==> config.mk <==
export PLATFORM = sky130hd
export DESIGN_NAME = pool2_ctrl_flat
export DESIGN_NICKNAME = d
export VERILOG_FILES = /design/src/rtl/pool2_if.sv /design/src/rtl/pool2_ctrl.sv /design/src/flat_wrapper.sv
export SDC_FILE = /design/constraint.sdc
export NUM_CORES = 1
export LEC_CHECK = 0
export CAP_MARGIN = 20
export CORE_ASPECT_RATIO = 1.4
export CORE_MARGIN = 3
export CORE_UTILIZATION = 36
export CTS_CLUSTER_DIAMETER = 150
export DETAILED_ROUTE_END_ITERATION = 8
export MAX_ROUTING_LAYER = met4
export RECOVER_POWER = 50
export SLEW_MARGIN = 20
export SYNTH_ARGS = -nofsm -noshare
export SYNTH_HDL_FRONTEND = slang
export SYNTH_SLANG_ARGS = --single-unit
==> constraint.sdc <==
create_clock -name clk -period 2.59 [get_ports clk]
set_input_delay 0.518 -clock clk [delete_from_list [all_inputs] [get_ports clk]]
set_output_delay 0.518 -clock clk [all_outputs]
set_load 0.1 [all_outputs]
==> src/rtl/pool2_if.sv <==
// pool2_if: control/address bundle between the pool2 sequencer and its surroundings
interface pool2_if #(parameter int RA_W = 7, WA_W = 5);
  logic pool2_start, pool2_busy, pool2_done, f4_rd_en, pool2_clr, f5_wr_en;
  logic [RA_W-1:0] f4_raddr;
  logic [WA_W-1:0] f5_waddr;
  modport master (input pool2_start, output pool2_busy, pool2_done, f4_rd_en, f4_raddr, pool2_clr, f5_wr_en, f5_waddr);
  modport slave (output pool2_start, input pool2_busy, pool2_done, f4_rd_en, f4_raddr, pool2_clr, f5_wr_en, f5_waddr);
endinterface

==> src/rtl/pool2_ctrl.sv <==
// pool2_ctrl: 2x2 max-pool sequencer scanning f4 maps and producing f5 write strobes
module pool2_ctrl #(
  parameter int IN_W = 10,
  parameter int OUT_W = 5,
  parameter int RD_LAT = 1,
  parameter int RA_W = 7,
  parameter int WA_W = 5
) (
  input logic clk,
  input logic rst,
  pool2_if.master p
);
  localparam int CW = $clog2(OUT_W + 1);
  localparam logic [CW-1:0] OMAX = CW'(OUT_W - 1);
  typedef enum logic [1:0] {IDLE, RUN, DRAIN, DONE} state_t;
  state_t state, state_n;
  logic [1:0] k;
  logic [CW-1:0] ox, oy;
  logic [RD_LAT:0] clr_dl, wr_dl;
  logic [RD_LAT:0][WA_W-1:0] wa_dl;
  logic run, last_rd;
  logic [RA_W-1:0] raddr;
  logic [WA_W-1:0] waddr;
  assign run = state == RUN;
  assign last_rd = k == 2'd3 && ox == OMAX && oy == OMAX;
  assign raddr = RA_W'((2 * 32'(oy) + 32'(k[1])) * IN_W + 2 * 32'(ox) + 32'(k[0]));
  assign waddr = WA_W'(32'(oy) * OUT_W + 32'(ox));
  always_ff @(posedge clk) state <= rst ? IDLE : state_n;
  // DRAIN ends once only the final write remains in the delay line
  always_comb
    state_n = state == IDLE  ? (p.pool2_start ? RUN : IDLE) :
              state == RUN   ? (last_rd ? DRAIN : RUN) :
              state == DRAIN ? (~|wr_dl[RD_LAT-1:0] ? DONE : DRAIN) : IDLE;
  always_comb begin
    p.pool2_busy = state != IDLE;
    p.pool2_done = state == DONE;
    p.f4_rd_en = run;
    p.f4_raddr = run ? raddr : '0;
    p.pool2_clr = clr_dl[RD_LAT-1];
    p.f5_wr_en = wr_dl[RD_LAT];
    p.f5_waddr = wa_dl[RD_LAT];
  end
  // counters wrap back to zero after the last read, ready for the next frame
  always_ff @(posedge clk)
    if (rst) begin
      k <= '0;
      ox <= '0;
      oy <= '0;
      clr_dl <= '0;
      wr_dl <= '0;
      wa_dl <= '0;
    end else begin
      if (run) begin
        k <= k + 2'd1;
        if (k == 2'd3) ox <= ox == OMAX ? '0 : ox + CW'(1);
        if (k == 2'd3 && ox == OMAX) oy <= oy == OMAX ? '0 : oy + CW'(1);
      end
      clr_dl <= {clr_dl[RD_LAT-1:0], run && k == 2'd0};
      wr_dl <= {wr_dl[RD_LAT-1:0], run && k == 2'd3};
      wa_dl <= {wa_dl[RD_LAT-1:0], (run && k == 2'd3) ? waddr : WA_W'(0)};
    end
endmodule

==> src/flat_wrapper.sv <==
// flat-port wrapper written by rule: the top's interface ports become plain ports
module pool2_ctrl_flat 
#(
  parameter int IN_W = 10,
  parameter int OUT_W = 5,
  parameter int RD_LAT = 1,
  parameter int RA_W = 7,
  parameter int WA_W = 5
)
  (clk, rst, p_pool2_start, p_pool2_busy, p_pool2_done, p_f4_rd_en, p_f4_raddr, p_pool2_clr, p_f5_wr_en, p_f5_waddr);
  pool2_if #(.RA_W(RA_W), .WA_W(WA_W)) p_i ();
  input logic clk;
  input logic rst;
  input wire logic [$bits(p_i.pool2_start)-1:0] p_pool2_start;
  output wire logic [$bits(p_i.pool2_busy)-1:0] p_pool2_busy;
  output wire logic [$bits(p_i.pool2_done)-1:0] p_pool2_done;
  output wire logic [$bits(p_i.f4_rd_en)-1:0] p_f4_rd_en;
  output wire logic [$bits(p_i.f4_raddr)-1:0] p_f4_raddr;
  output wire logic [$bits(p_i.pool2_clr)-1:0] p_pool2_clr;
  output wire logic [$bits(p_i.f5_wr_en)-1:0] p_f5_wr_en;
  output wire logic [$bits(p_i.f5_waddr)-1:0] p_f5_waddr;
  assign p_i.pool2_start = p_pool2_start;
  assign p_pool2_busy = p_i.pool2_busy;
  assign p_pool2_done = p_i.pool2_done;
  assign p_f4_rd_en = p_i.f4_rd_en;
  assign p_f4_raddr = p_i.f4_raddr;
  assign p_pool2_clr = p_i.pool2_clr;
  assign p_f5_wr_en = p_i.f5_wr_en;
  assign p_f5_waddr = p_i.f5_waddr;
  pool2_ctrl #(.IN_W(IN_W), .OUT_W(OUT_W), .RD_LAT(RD_LAT), .RA_W(RA_W), .WA_W(WA_W)) u_core (.clk(clk), .rst(rst), .p(p_i));
endmodule
Word level (Yosys, flattened, before mapping)
Cells that the tools add are included.

word-level totals
  register bits after elaboration = 23
  bits of input ports = 3
  word-level logic and storage cells = 43

cells by class
  $add $sub $neg = 7
  multiply operators = 2
  equal/unequal tests = 6
  muxes and demuxes = 9
  bitwise operators = 1
  reductions and logical operators = 10

operators by type and width
  cell                                                                    number
  32-bit by 3-bit multiplier with 6-bit output (second input constant)    1
  2-bit 2-to-1 mux                                                        4
  7-bit by 1-bit adder with 7-bit output                                  1
  7-bit by 4-bit adder with 7-bit output                                  1
  7-bit 2-to-1 mux                                                        1
  3-bit by 1-bit adder with 3-bit output (second input constant)          2
  2-bit equality test (second input constant)                             3
  3-bit equality test (second input constant)                             2
  3-bit 2-to-1 mux                                                        2
  4-bit by 1-bit adder with 5-bit output                                  1
  5-bit by 3-bit adder with 5-bit output                                  1
  3-bit by 3-bit multiplier with 5-bit output (second input constant)     1
  1-bit logical AND                                                       4
  2-bit zero test                                                         2
  2-bit AND reduction                                                     2
  2-bit by 1-bit adder with 2-bit output (second input constant)          1
  2-bit by 1-bit equality test with 1-bit output (second input constant)  1
  1-bit 2-to-1 mux                                                        2
  2-bit nonzero test                                                      1
  2-bit OR reduction                                                      1
  1-bit inverter                                                          1

Logic depth before layout (Yosys ltp)
Gate-level depths: netlist of run 1.

  depth after elaboration = 6
  mapped depth = 6
  mapped depth without buffers = 6

Worst setup path before layout of run 1
No wires, ideal clock.

  path kind = reg-to-output
  start point = register u_core.oy[0]
  end point = output p_f4_raddr[6]
  data arrival time = 3.856 ns
  setup slack = -1.784 ns
  cell stages (with the launch flop) = 7
  path through = dfxtp_1 -> ha_1 -> ha_1 -> fa_1 -> o211ai_1 -> o21ai_0 -> nor3b_1

on the way
  word-level cells in the longest chain between the ends = 5

RTL lines
  what                                          RTL line            source
  start, declared                               pool2_ctrl.sv:18    logic [CW-1:0] ox, oy;
  start signal, assigned                        pool2_ctrl.sv:56    if (k == 2'd3 && ox == OMAX) oy <= oy == OMAX ? '0 : oy + CW'(1);
  4-bit by 1-bit adder with 5-bit output        pool2_ctrl.sv:26    assign raddr = RA_W'((2 * 32'(oy) + 32'(k[1])) * IN_W + 2 * 32'(ox) + 32'(k[0]));
  32-bit by 3-bit multiplier with 6-bit output  pool2_ctrl.sv:26
  7-bit by 4-bit adder with 7-bit output        pool2_ctrl.sv:26
  7-bit by 1-bit adder with 7-bit output        pool2_ctrl.sv:26
  7-bit 2-to-1 mux                              pool2_ctrl.sv:38    p.f4_raddr = run ? raddr : '0;
  end, declared                                 flat_wrapper.sv:18  output wire logic [$bits(p_i.f4_raddr)-1:0] p_f4_raddr;

No other way between the ends.

Worst setup path after layout of run 1
Ends and elaborated chain as after synthesis.

==> impl_metrics.json, run 1 <==
{
  "dp_hpwl_um": 2130,
  "reg2reg_depth": 7,
  "drt-pass1-iter-count": 4,
  "root_buffer": "clkbuf_8",
  "areaGrowthSynthToFinish_pct": 32.7,
  "cellPowerDensity_mw_per_mm2": 393,
  "whs_endpoint": "u_core.p.f5_waddr[0]$_SDFF_PP0_",
  "finalPower_mw": 0.677,
  "port_buffers": 19,
  "pwr-share-seq": 0.534,
  "core_area_mm2": 0.00341,
  "grt_pass1_wl_um": 4730,
  "hold_slack_ns": 0.441,
  "yosysWarnings": 0,
  "p_int_mw": 0.489,
  "yosys.area.top_type_share": 0.355,
  "worstSetupStartpointType": "register",
  "cts_tree": "done",
  "cp_max_fo": 3,
  "drive_above_1_share": 0.240,
  "clk_path_buf_depth": 2,
  "crit_type": "reg -> out",
  "violations": "negative setup slack",
  "fin_area_mm2": 0.00172,
  "yosys-top-cells-area": "dfxtp_1 (36%), ha_1 (18%), a21oi_1 (4.6%)",
  "cpMaxStageDelayCell": "fa_1",
  "syn_area_per_cell_um2": 9.19,
  "slew_viol_final": 0,
  "finalSetupViolations": 2,
  "die_y_um": 77,
  "hp-class": "reg -> reg",
  "synth_nets": 166,
  "p_sw_frac": 0.278,
  "ios": 20,
  "crit_arrival_ns": 2.25,
  "cp_top_family": "adder cells",
  "rows": 25,
  "overflow": 0,
  "synth_ff_type": "dfxtp_1",
  "synth_area_leader_cell": "dfxtp_1",
  "worstSkewPairLatency_ns": 0.26,
  "diodes": 0,
  "routed_wl_um": 2680,
  "synth-seq-cells": 23,
  "cp_data_required_time_ns": 2.07,
  "hold_path_startpoint": "u_core.wa_dl[0]$_SDFF_PP0_",
  "synth_cell_type_count": 33,
  "first_global_vias": 1104,
  "slowest_delay_ns": 0.47,
  "fin_crit_ns": 2.77,
  "synth_cells": 141,
  "grtUsageTotal": 0.137,
  "yosysMostFrequentCell": "dfxtp_1",
  "status": "complete, but fails checks",
  "die_area_mm2": 0.00437,
  "p_comb_frac": 0.128,
  "max_freq_ghz": 0.361,
  "nets": 193,
  "path_buf_inv": 2,
  "initial_core_util": 0.380,
  "rsz0062_at_grt": "true",
  "grt_max_degree": 16,
  "r2r_slack_ns": 0.78,
  "synth_edf_count": 0,
  "crit_path_frequent_cell": "ha_4",
  "cp-end-kind": "primary output",
  "timing.rr.end": "u_core.wa_dl[3]$_SDFF_PP0_",
  "r2r-start": "u_core.oy[0]$_SDFFE_PP0P_",
  "ant_nets": 0,
  "crit_chain": "ha_4 -> ha_4 -> fa_1 -> o211ai_1 -> buf_4 -> nor3_4 -> nor3b_4 -> buf_12",
  "peakVddDrop_v": 0.000346,
  "antenna_found_initial": 0,
  "skew_ns": 0.00135,
  "vias": 1033,
  "finish.utilization": 0.505,
  "post-route-period-util": 1.07,
  "clkPwrFrac": 0.338,
  "synth_area_mm2": 0.00130,
  "place_congestion": 0.814,
  "cts_max_level": 1,
  "viasPerCell": 4.99,
  "cap_violations": 0,
  "fin_cells": 207,
  "cts.clk_slew.worst_paths_ns": 0.08,
  "whs_path_depth": 1,
  "yosysSeqAreaShare": 0.355,
  "dp.cells": 200,
  "p_leak_nw": 0.717,
  "drc_errors": 0,
  "die_w_um": 56.7,
  "switchingPower_mw": 0.188,
  "drt_iter0_markers": 22,
  "fin_ws_ns": -0.178,
  "hold_violations": 0,
  "fill_cells": 305,
  "cts_made_buffers": 3,
  "slew_headroom": 0.228,
  "placed_area_mm2": 0.00165,
  "synthArstFlopShare": 0,
  "tightest_slew_ns": 1.16,
  "wl_per_cell_um": 12.9,
  "clkSinkCount": 23,
  "synth_common_cells": "dfxtp_1 (23), ha_1 (19), a21oi_1 (12), inv_1 (12), nor2_1 (9)"
}
## per-stage QoR
step           worst slack, ns  TNS (ns)
6_report                -0.178    -0.336
4_1_cts                 -0.232    -0.411
2_1_floorplan           -0.277    -0.380
5_1_grt                 -0.284    -0.499
3_5_place_dp            0.0246         0
3_3_place_gp            0.0845         0
## power groups by stage
stage	clock network [mW]	registers [mW]	logic, mW
final	0.229	0.361	0.0864
after detailed placement	0	0.370	0.0871
after floorplan	0	0.377	0.0542
after global placement	0	0.369	0.0859
after global routing	0.253	0.362	0.0922
after CTS	0.236	0.361	0.0878
## registers in the layout (all words and copies together) (netlist names)
name and cells:
u_core.clr_dl 1, u_core.k 2, u_core.ox 3, u_core.oy 3, u_core.p.f5_waddr 5, u_core.state 2, u_core.wa_dl 5, u_core.wr_dl 2
## worst max path at each step
stage,startpoint,to,slack [ns],cells after the start
6_report,u_core.oy[0]$_SDFFE_PP0P_,p_f4_raddr[6],-0.18,8
4_1_cts,u_core.oy[0]$_SDFFE_PP0P_,p_f4_raddr[6],-0.23,7
2_1_floorplan,u_core.oy[2]$_SDFFE_PP0P_,p_f4_raddr[6],-0.28,6
5_1_grt,u_core.oy[0]$_SDFFE_PP0P_,p_f4_raddr[6],-0.28,7
3_5_place_dp,u_core.oy[2]$_SDFFE_PP0P_,p_f4_raddr[6],0.02,7
3_3_place_gp,u_core.oy[2]$_SDFFE_PP0P_,p_f4_raddr[6],0.08,7
## area by class of cell
type | count | area, µm² | share of cell area
multi-input cells | 99 | 843 | 0.490
flip-flops and latches | 23 | 469 | 0.273
well taps | 40 | 50.0 | 0.0291
repair buffers | 28 | 260 | 0.151
clock inverters | 1 | 7.51 | 0.00436
clock buffers | 3 | 41.3 | 0.0240
inverters | 13 | 48.8 | 0.0284
## per-layer routing
layer | part of all wire | track usage | up-vias | wire length (µm)
met3 | 0.025 | 0.0202 | 2 | 66
met2 | 0.56 | 0.260 | 13 | 1490
met1 | 0.41 | 0.146 | 493 | 1110
met5 | 0 | - | - | 0
met4 | 0.0064 | 0.0261 | 0 | 17
li1 | - | - | 525 | -
## kinds of logic after synthesis
family,count (synthesis),synth area share
and+or+nand+nor,47,0.200
xor gates and xnor gates,5,0.0338
AOI/OAI and AO/OA,25,0.112
adders and majority gates,22,0.230
DFF,23,0.355
buffers and inverters,19,0.0695
## what timing repair did
action / CTS / global route
pin swaps: 4 / 3
gates cloned: 0 / 0
gates resized for setup: 2 / 4
setup buffers: 2 / 1
hold buffers: 0 / 0
endpoints found under the setup margin: 2 / 3
## cell usage in the layout (no fill, tap or decap), types with 7 or more instances in the layout
master	instances
dfxtp_1	20
ha_1	15
inv_1	12
buf_4	12
a21oi_1	10
nor2_1	8
clkbuf_1	8
nand2_1	7
## worst register-to-register path: cells and delay by family (launching register included)
family / cells / cell delay [ns]
flip-flops: 1 / 0.36
AND/OR/NAND/NOR: 1 / 0.05
XOR/XNOR: 1 / 0.14
buffers and inverters: 2 / 0.20
adder cells (fa/ha/maj): 3 / 0.98
Note: power is estimated with default switching activity, not from simulation.
==> run 2, diff against run 1 <==
--- a/config.mk
+++ b/config.mk
@@ -11,6 +11,7 @@
 export CORE_UTILIZATION = 36
 export CTS_CLUSTER_DIAMETER = 150
 export DETAILED_ROUTE_END_ITERATION = 8
+export GPL_TIMING_DRIVEN = 1
 export MAX_ROUTING_LAYER = met4
 export RECOVER_POWER = 50
 export SLEW_MARGIN = 20
==> results of run 2 <==
No change in the layout: final DEF, timing and power equal those of run 1.
